## config.mk

```make
export PLATFORM = sky130hd
export DESIGN_NAME = int_to_ieee754
export DESIGN_NICKNAME = d
export VERILOG_FILES = /design/src/rtl/fp_pkg.sv /design/src/rtl/lzc32.sv /design/src/rtl/int_to_ieee754.sv
export SDC_FILE = /design/constraint.sdc
export NUM_CORES = 1
export LEC_CHECK = 0
export CAP_MARGIN = 20
export CELL_PAD_IN_SITES_DETAIL_PLACEMENT = 1
export CELL_PAD_IN_SITES_GLOBAL_PLACEMENT = 2
export CORE_MARGIN = 4
export CORE_UTILIZATION = 32
export DETAILED_ROUTE_END_ITERATION = 16
export PLACE_DENSITY = 0.78
export SYNTH_ARGS = -nofsm -noshare
export SYNTH_HDL_FRONTEND = slang
export SYNTH_SLANG_ARGS = --single-unit
```

## constraint.sdc

```tcl
create_clock -name clk -period 3.1 [get_ports clk]
set_input_delay 0.465 -clock clk [delete_from_list [all_inputs] [get_ports clk]]
set_output_delay 0.465 -clock clk [all_outputs]
set_load 0.1 [all_outputs]
```

## src/rtl/fp_pkg.sv

```systemverilog
// Shared constants and types for the integer to IEEE-754 single converter.
package fp_pkg;

   localparam logic [7:0] FP_BIAS      = 8'd127;
   localparam logic [7:0] INT_EXP_BASE = 8'd158;

   typedef enum logic [2:0] {
      IDLE  = 3'd0,
      ABS   = 3'd1,
      NORM  = 3'd2,
      ROUND = 3'd3,
      DONE  = 3'd4
   } state_e;

   typedef struct packed {
      logic        sign;
      logic [7:0]  exp;
      logic [22:0] mant;
   } ieee_single_t;

endpackage

```

## src/rtl/lzc32.sv

```systemverilog
// 32-bit leading-zero counter; an all-zero input reports 32.
module lzc32 (
   input  logic [31:0] value,
   output logic [5:0]  count
);

   always_comb begin
      count = 6'd32;
      // Scan from LSB up so the highest set bit writes last and wins.
      for (int i = 0; i < 32; i++) begin
         if (value[i]) begin
            count = 6'(31 - i);
         end
      end
   end

endmodule

```

## src/rtl/int_to_ieee754.sv

```systemverilog
// Multi-cycle 32-bit signed/unsigned integer to IEEE-754 single converter.
// Define FAST_NORM_EN to normalise in one step with a leading-zero counter.
module int_to_ieee754
   import fp_pkg::*;
(
   input  logic        clk,
   input  logic        rst,
   input  logic        in_valid,
   output logic        in_ready,
   input  logic [31:0] in_int,
   input  logic        in_signed,
   output logic        out_valid,
   input  logic        out_ready,
   output logic [31:0] out_float,
   output logic        zero,
   output logic        inexact
);

   state_e       state_q, state_d;
   logic [31:0]  in_int_q, in_int_d;
   logic         in_signed_q, in_signed_d;
   logic         sign_q, sign_d;
   logic [31:0]  mag_q, mag_d;
   logic [7:0]   exp_q, exp_d;
   logic [22:0]  mant_q, mant_d;
   logic         zero_q, zero_d;
   logic         inexact_q, inexact_d;
   logic         round_inc;
   logic [23:0]  round_sum;
   ieee_single_t result;

`ifdef FAST_NORM_EN
   logic         norm_step_q, norm_step_d;
   logic [5:0]   lzc;

   lzc32 u_lzc (
      .value (mag_q),
      .count (lzc)
   );
`endif

   assign round_inc = mag_q[7] & ((|mag_q[6:0]) | mag_q[8]);
   assign round_sum = {1'b0, mag_q[30:8]} + {23'd0, round_inc};

   always_comb begin
      state_d     = state_q;
      in_int_d    = in_int_q;
      in_signed_d = in_signed_q;
      sign_d      = sign_q;
      mag_d       = mag_q;
      exp_d       = exp_q;
      mant_d      = mant_q;
      zero_d      = zero_q;
      inexact_d   = inexact_q;
`ifdef FAST_NORM_EN
      norm_step_d = norm_step_q;
`endif
      case (state_q)
         IDLE: begin
            if (in_valid) begin
               in_int_d    = in_int;
               in_signed_d = in_signed;
               state_d     = ABS;
            end
         end
         ABS: begin
            sign_d    = in_signed_q & in_int_q[31];
            mag_d     = sign_d ? (~in_int_q + 32'd1) : in_int_q;
            exp_d     = INT_EXP_BASE;
            mant_d    = 23'd0;
            zero_d    = 1'b0;
            inexact_d = 1'b0;
`ifdef FAST_NORM_EN
            norm_step_d = 1'b0;
`endif
            // Zero skips normalisation; an all-zero ROUND pass yields +0 exactly.
            if (in_int_q == 32'd0) begin
               zero_d  = 1'b1;
               exp_d   = 8'd0;
               state_d = ROUND;
            end else begin
               state_d = NORM;
            end
         end
         NORM: begin
`ifdef FAST_NORM_EN
            if (!norm_step_q) begin
               mag_d       = mag_q << lzc;
               exp_d       = INT_EXP_BASE - {2'b00, lzc};
               norm_step_d = 1'b1;
            end else begin
               state_d = ROUND;
            end
`else
            if (mag_q[31]) begin
               state_d = ROUND;
            end else begin
               mag_d = {mag_q[30:0], 1'b0};
               exp_d = exp_q - 8'd1;
            end
`endif
         end
         ROUND: begin
            inexact_d = mag_q[7] | (|mag_q[6:0]);
            if (round_sum[23]) begin
               mant_d = 23'd0;
               exp_d  = exp_q + 8'd1;
            end else begin
               mant_d = round_sum[22:0];
            end
            state_d = DONE;
         end
         DONE: begin
            if (out_ready) begin
               state_d = IDLE;
            end
         end
         default: state_d = IDLE;
      endcase
   end

   always_ff @(posedge clk or posedge rst) begin
      if (rst) begin
         state_q     <= IDLE;
         in_int_q    <= 32'd0;
         in_signed_q <= 1'b0;
         sign_q      <= 1'b0;
         mag_q       <= 32'd0;
         exp_q       <= 8'd0;
         mant_q      <= 23'd0;
         zero_q      <= 1'b0;
         inexact_q   <= 1'b0;
`ifdef FAST_NORM_EN
         norm_step_q <= 1'b0;
`endif
      end else begin
         state_q     <= state_d;
         in_int_q    <= in_int_d;
         in_signed_q <= in_signed_d;
         sign_q      <= sign_d;
         mag_q       <= mag_d;
         exp_q       <= exp_d;
         mant_q      <= mant_d;
         zero_q      <= zero_d;
         inexact_q   <= inexact_d;
`ifdef FAST_NORM_EN
         norm_step_q <= norm_step_d;
`endif
      end
   end

   assign result.sign = sign_q;
   assign result.exp  = exp_q;
   assign result.mant = mant_q;

   assign in_ready  = (state_q == IDLE);
   assign out_valid = (state_q == DONE);
   assign out_float = out_valid ? result : 32'd0;
   assign zero      = out_valid & zero_q;
   assign inexact   = out_valid & inexact_q;

endmodule

```

After elaboration in Yosys (flattened, before gate mapping)
Index checks and enable logic that the tools add are counted.

Eq/ne operators: 9. Reduce and logical (&&, ||, !) cells: 10. Multiplexer cells: 17. $add $sub $neg: 4. Bitwise logic cells: 7.

Operators by type and width (count): 32-bit 2-to-1 mux (3); 32-bit case mux with 2 select lines (1); 23-bit case mux with 2 select lines (1); 32-bit by 1-bit adder with 32-bit output (second input constant) (1); 32-bit logical NOT (1); 32-bit NOT (1); 23-bit by 1-bit adder with 24-bit output (1); 8-bit 2-to-1 mux (3); 8-bit case mux with 3 select lines (1); 23-bit 2-to-1 mux (1); 3-bit case mux with 5 select lines (1); 3-bit 2-to-1 mux (3); 8-bit by 1-bit adder with 8-bit output (second input constant) (1); 2-bit != test (second input constant) (4); 8-bit by 1-bit subtractor with 8-bit output (second input constant) (1); 7-bit OR reduction (1); 3-bit by 2-bit equality test with 1-bit output (second input constant) (2); 3-bit AND reduction (2); 1-bit bitwise AND (4); 2-bit AND reduction (2); 2-bit nonzero test (2); 3-bit by 1-bit equality test with 1-bit output (second input constant) (1); 3-bit equality test (second input constant) (1); 3-bit logical NOT (1); other kinds (5) (7).

Register bits: 102. Bits of input ports: 37. Output and inout bits: 36.

Logic depth before layout (Yosys ltp)
Word-level depth: 6. Depth in mapped cells: 10. Mapped depth without buffers: 9.

Worst setup path after synthesis
No wires, ideal clock.

Kind: register to register. From: register state_q[1]. To: register in_int_q[17]. Required time: 2.975 ns. Setup slack: -0.767 ns. Stages on the path, launching flop included: 6. Arrival time: 3.742 ns. Buffers on the path: 2. Clock period less this slack: 3.867 ns. Cell sequence: dfrtp_1 -> clkbuf_1 -> nor3_1 -> and2_1 -> clkbuf_1 -> mux2_2.

Longest elaborated chain between the ends: 2.

RTL lines: from (decl) (RTL line int_to_ieee754.sv:19) `state_e state_q, state_d;`; from (signal assigned) (RTL line int_to_ieee754.sv:137) `state_q <= state_d;`; 3-bit logical NOT; via in_ready (RTL line int_to_ieee754.sv:9) `output logic in_ready,`; 2-bit AND reduction (no line); to (signal assigned) (RTL line int_to_ieee754.sv:138) `in_int_q <= in_int_d;`; to (decl) (RTL line int_to_ieee754.sv:20) `logic [31:0] in_int_q, in_int_d;`.

The timed path passes the listed nets, and every way through them passes these cells. A chain may end at the register's enable or synchronous reset.

Worst setup path after layout
From: register state_q[0]. To: register exp_q[6].

Longest elaborated chain between the ends: 3. Elaborated cells on any way between the ends: 8.

RTL lines: 3-bit by 2-bit equality test with 1-bit output / 3-bit by 1-bit equality test with 1-bit output (equally long branches) (RTL line int_to_ieee754.sv:58) `case (state_q)`; 2-bit != test (no line) / 3-bit nonzero test (equally long branches); 3-bit AND reduction (no line); to (signal assigned) (RTL line int_to_ieee754.sv:142) `exp_q <= exp_d;`; to (decl) (RTL line int_to_ieee754.sv:24) `logic [7:0] exp_q, exp_d;`.

Parallel ways exist; a longest one is shown, timed or not.

==> results.txt <==
Reg-to-Reg Start: state_q[0]$_DFFE_PP0P_
GR Overflow Total: 0
Slew HR: 31.2%
# rows: 48
status: finished clean
n_diodes: 0
core area: 17200 um2
Synth async-reset ratio: 100%
Root Buffer: clkbuf_16
Fin. Hold Viols: 0
pwr dens: 1000 nW/um2
routed vias: 4288
Overall Global Routing Usage: 14.6%
post-synthesis sequential area ratio: 45.7%
Area Growth Syn to Fin: 26.9%
IO Pins: 73
CP Data Arrival Time: 2950 ps
Iter 0 DRT Violations: 156
largest net degree at the start of global routing: 40
Via density: 4.96
peak supply drop: 0.320 mV
Post-Route Setup TNS: 0 ps
Post CTS Setup Buffer Count: 0
fin. max-slew vios: 0
syn_nets: 627
die area: 19600 um2
layout cell share with drive strength beyond 1: 15.6%
actual slew at the worst max-slew pin: 1030 ps
total power draw: 7.12 mW
fin crit share: 88.9%
Worst Path Required: 3300 ps
WHS: 476 ps
# resized after CTS: 0
Clk pin slew, worst setup/hold paths: 70 ps
placed cell count: 851
die height: 140 um
final antenna-violating net count: 0
Worst Skew: 4.40 ps
die width: 140 um
critical path's largest stage delay: 550 ps
CP Launch Type: flip-flop
critical path's slowest cell: dfrtp_1
Yosys reg bits: 102
Netlist Area Pre-Place: 5580 um2
initial antenna violation count: 0
Clock Power Share: 15.7%
Clk Latency, worst-skew pair: 350 ps
vias in the first global route: 4516
DR DRC count: 0
most frequent cells in the layout: 102 x dfrtp_1, 69 x o21ai_0, 56 x nand2_1
yosys warns: 0
post-route cell area: 7090 um2
CP Class: flip-flop to flip-flop
reg-to-reg endpoint: exp_q[6]$_DFFE_PP0P_
P_leak: 2.89 nW
DP Area: 6810 um2
worst hold path type: flip-flop to flip-flop
CP Capture Type: flip-flop
largest family of logic cells by synthesized area: simple AND/OR/NAND/NOR gates
flop2flop setup slack: 350 ps
most used cell, CP: a21oi_1
hold worst-path end: mant_q[6]$_DFFE_PP0P_
first-pass GRT wire length: 23500 um
switching share of power: 43.5%
Final Non-Filler Cells: 864
adder-cell area share of the yosys netlist: 2.15%
Cell Chain, Critical Path: nor2b_1 -> nand2_1 -> fa_1 -> a21o_1 -> a21oi_1 -> o21bai_1 -> a21oi_1 -> xor2_1 -> o31ai_1
DR pass1 iterations: 4
CTS Hold Bufs: 0
Mean Syn Cell Area: 9.61 um2
Crit Path Max Fanout: 12
worst hold start: mant_q[6]$_DFFE_PP0P_
Synth Area in XOR/XNOR: 8.94%
multiplexer share of the synthesized area: 6.03%
RSZ-0062 raised after global routing: false
Top delay family on crit path: compound AO/OA/AOI/OAI gates
DPL Wire Length: 10400 um
GP Congestion: 0.761
max-cap violations: 0
Final setup viols: 0
sum of buffers and inverters on the critical path: 0
Fill cells: 1956
count of cell types in the netlist: 49
Hold Crit Depth: 2
TritonCTS clock tree: built
fin crit period: 2750 ps
Multi-input gate area: 2830 um2
fin nets: 683
Sequential Area: 2550 um2
Max Clock Freq: 363 MHz
Main synth FF type: dfrtp_1
commonest non-fill, non-tap cell in the layout: dfrtp_1
simple-gate portion of the synthesized area: 17.8%
R2R cell count: 9
number of flops mapped to enable cells by yosys: 0
H-tree depth: 3
clk buf depth: 2
Int Pwr: 4.02 mW
Cells after Synth: 581
drt wl/cell: 15.8 um
cts bufs inserted: 9
Synth Area in Compound Gates: 15.5%
drt total wl: 13700 um
IO buf count: 72
Initial Util: 32.5%
power share of the sequential group: 37.4%
Clock Sinks: 102
switching power total: 3.10 mW
combinational fraction of design power: 46.8%
routing by layer:
| layer | track usage [%] | vias to the layer above | share of wire [%] |
|---|---|---|---|
| li1 | - | 2142 | - |
| met5 | 0 | - | 0 |
| met4 | 5.61 | 0 | 1.8 |
| met1 | 20.7 | 2065 | 50 |
| met2 | 22.2 | 69 | 45 |
| met3 | 2.70 | 12 | 3.4 |
kinds of logic (layout without fill, tap and decap cells):
family,Yosys count,count (layout)
AOI/OAI and AO/OA,148,148
xor gates and xnor gates,57,57
adders and majority gates,9,9
buffers and inverters,51,109
DFF,102,102
muxes,30,30
and+or+nand+nor,184,184
synthesized netlist by cell type, drive strengths merged, types with 2 or more instances:
| library cell | n | area (um2) |
|---|---|---|
| clkbuf | 30 | 113 |
| ha | 8 | 100 |
| nand2b | 8 | 57.6 |
| a21o | 3 | 22.5 |
| o21bai | 2 | 15.0 |
| xnor2 | 38 | 333 |
| dfrtp | 102 | 2550 |
| mux2 | 29 | 327 |
| buf | 6 | 42.5 |
| nor4 | 5 | 46.3 |
| a21oi | 29 | 145 |
| a22oi | 29 | 218 |
| and3 | 4 | 25.0 |
| o31ai | 3 | 22.5 |
| and2 | 38 | 238 |
| a31oi | 4 | 25.0 |
| xor2 | 19 | 166 |
| or2 | 2 | 12.5 |
| nand2 | 56 | 210 |
| nor3 | 16 | 85.1 |
| o21ai | 72 | 360 |
| nand4 | 7 | 43.8 |
| nor2 | 26 | 97.6 |
| nor3b | 3 | 22.5 |
| inv | 15 | 56.3 |
| nand3 | 6 | 30.0 |
| or4 | 4 | 33.8 |
| and4 | 2 | 17.5 |
area by class of cell:
class,count,area share [%]
multi-input combinational,428,40.0
sequential,102,36.0
timing repair buffer,81,15.3
tap,225,3.97
clock buffer,11,3.43
inverter,15,0.847
clock inverter,2,0.494
power by group through the flow:
stage	sequential (mW)	combinational, mW	clock, mW
floorplan	2.40	2.67	0
CTS	2.67	3.38	1.15
global route	2.78	3.73	1.20
detailed placement	2.69	3.36	0
global placement	2.64	3.20	0
finish	2.66	3.33	1.12
registers in the layout, summed over array words and instances, names as in the netlist:
signal / cells
mag_q: 32
exp_q: 8
in_signed_q: 1
mant_q: 23
zero_q: 1
state_q: 3
sign_q: 1
in_int_q: 32
inexact_q: 1
how the worst max path moves through the flow:
stage	start	cells past startpoint	slack (ps)	endpoint
after floorplan	state_q[1]$_DFFE_PP0P_	5	150	in_int_q[17]$_DFFE_PP0P_
after global placement	state_q[0]$_DFFE_PP0P_	9	490	exp_q[7]$_DFFE_PP0P_
after detailed placement	state_q[0]$_DFFE_PP0P_	9	330	exp_q[7]$_DFFE_PP0P_
after CTS	state_q[0]$_DFFE_PP0P_	9	310	exp_q[6]$_DFFE_PP0P_
after global routing	state_q[0]$_DFFE_PP0P_	9	50	exp_q[6]$_DFFE_PP0P_
final	state_q[0]$_DFFE_PP0P_	9	350	exp_q[6]$_DFFE_PP0P_
metrics by stage:
stage | setup WS, ps | util [%]
6_report | 345 | 41.3
3_3_place_gp | 490 | 39.5
2_1_floorplan | 152 | -
4_1_cts | 307 | 41.3
5_1_grt | 46.6 | 41.3
3_5_place_dp | 329 | 39.6
tightest hold or removal path: cells and delay by family, from the launching register on:
family          cells  cell delay [ps]
compound gates      1               60
simple gates        1               50
flops               1              340
Power figures use the tool's default switching activity.
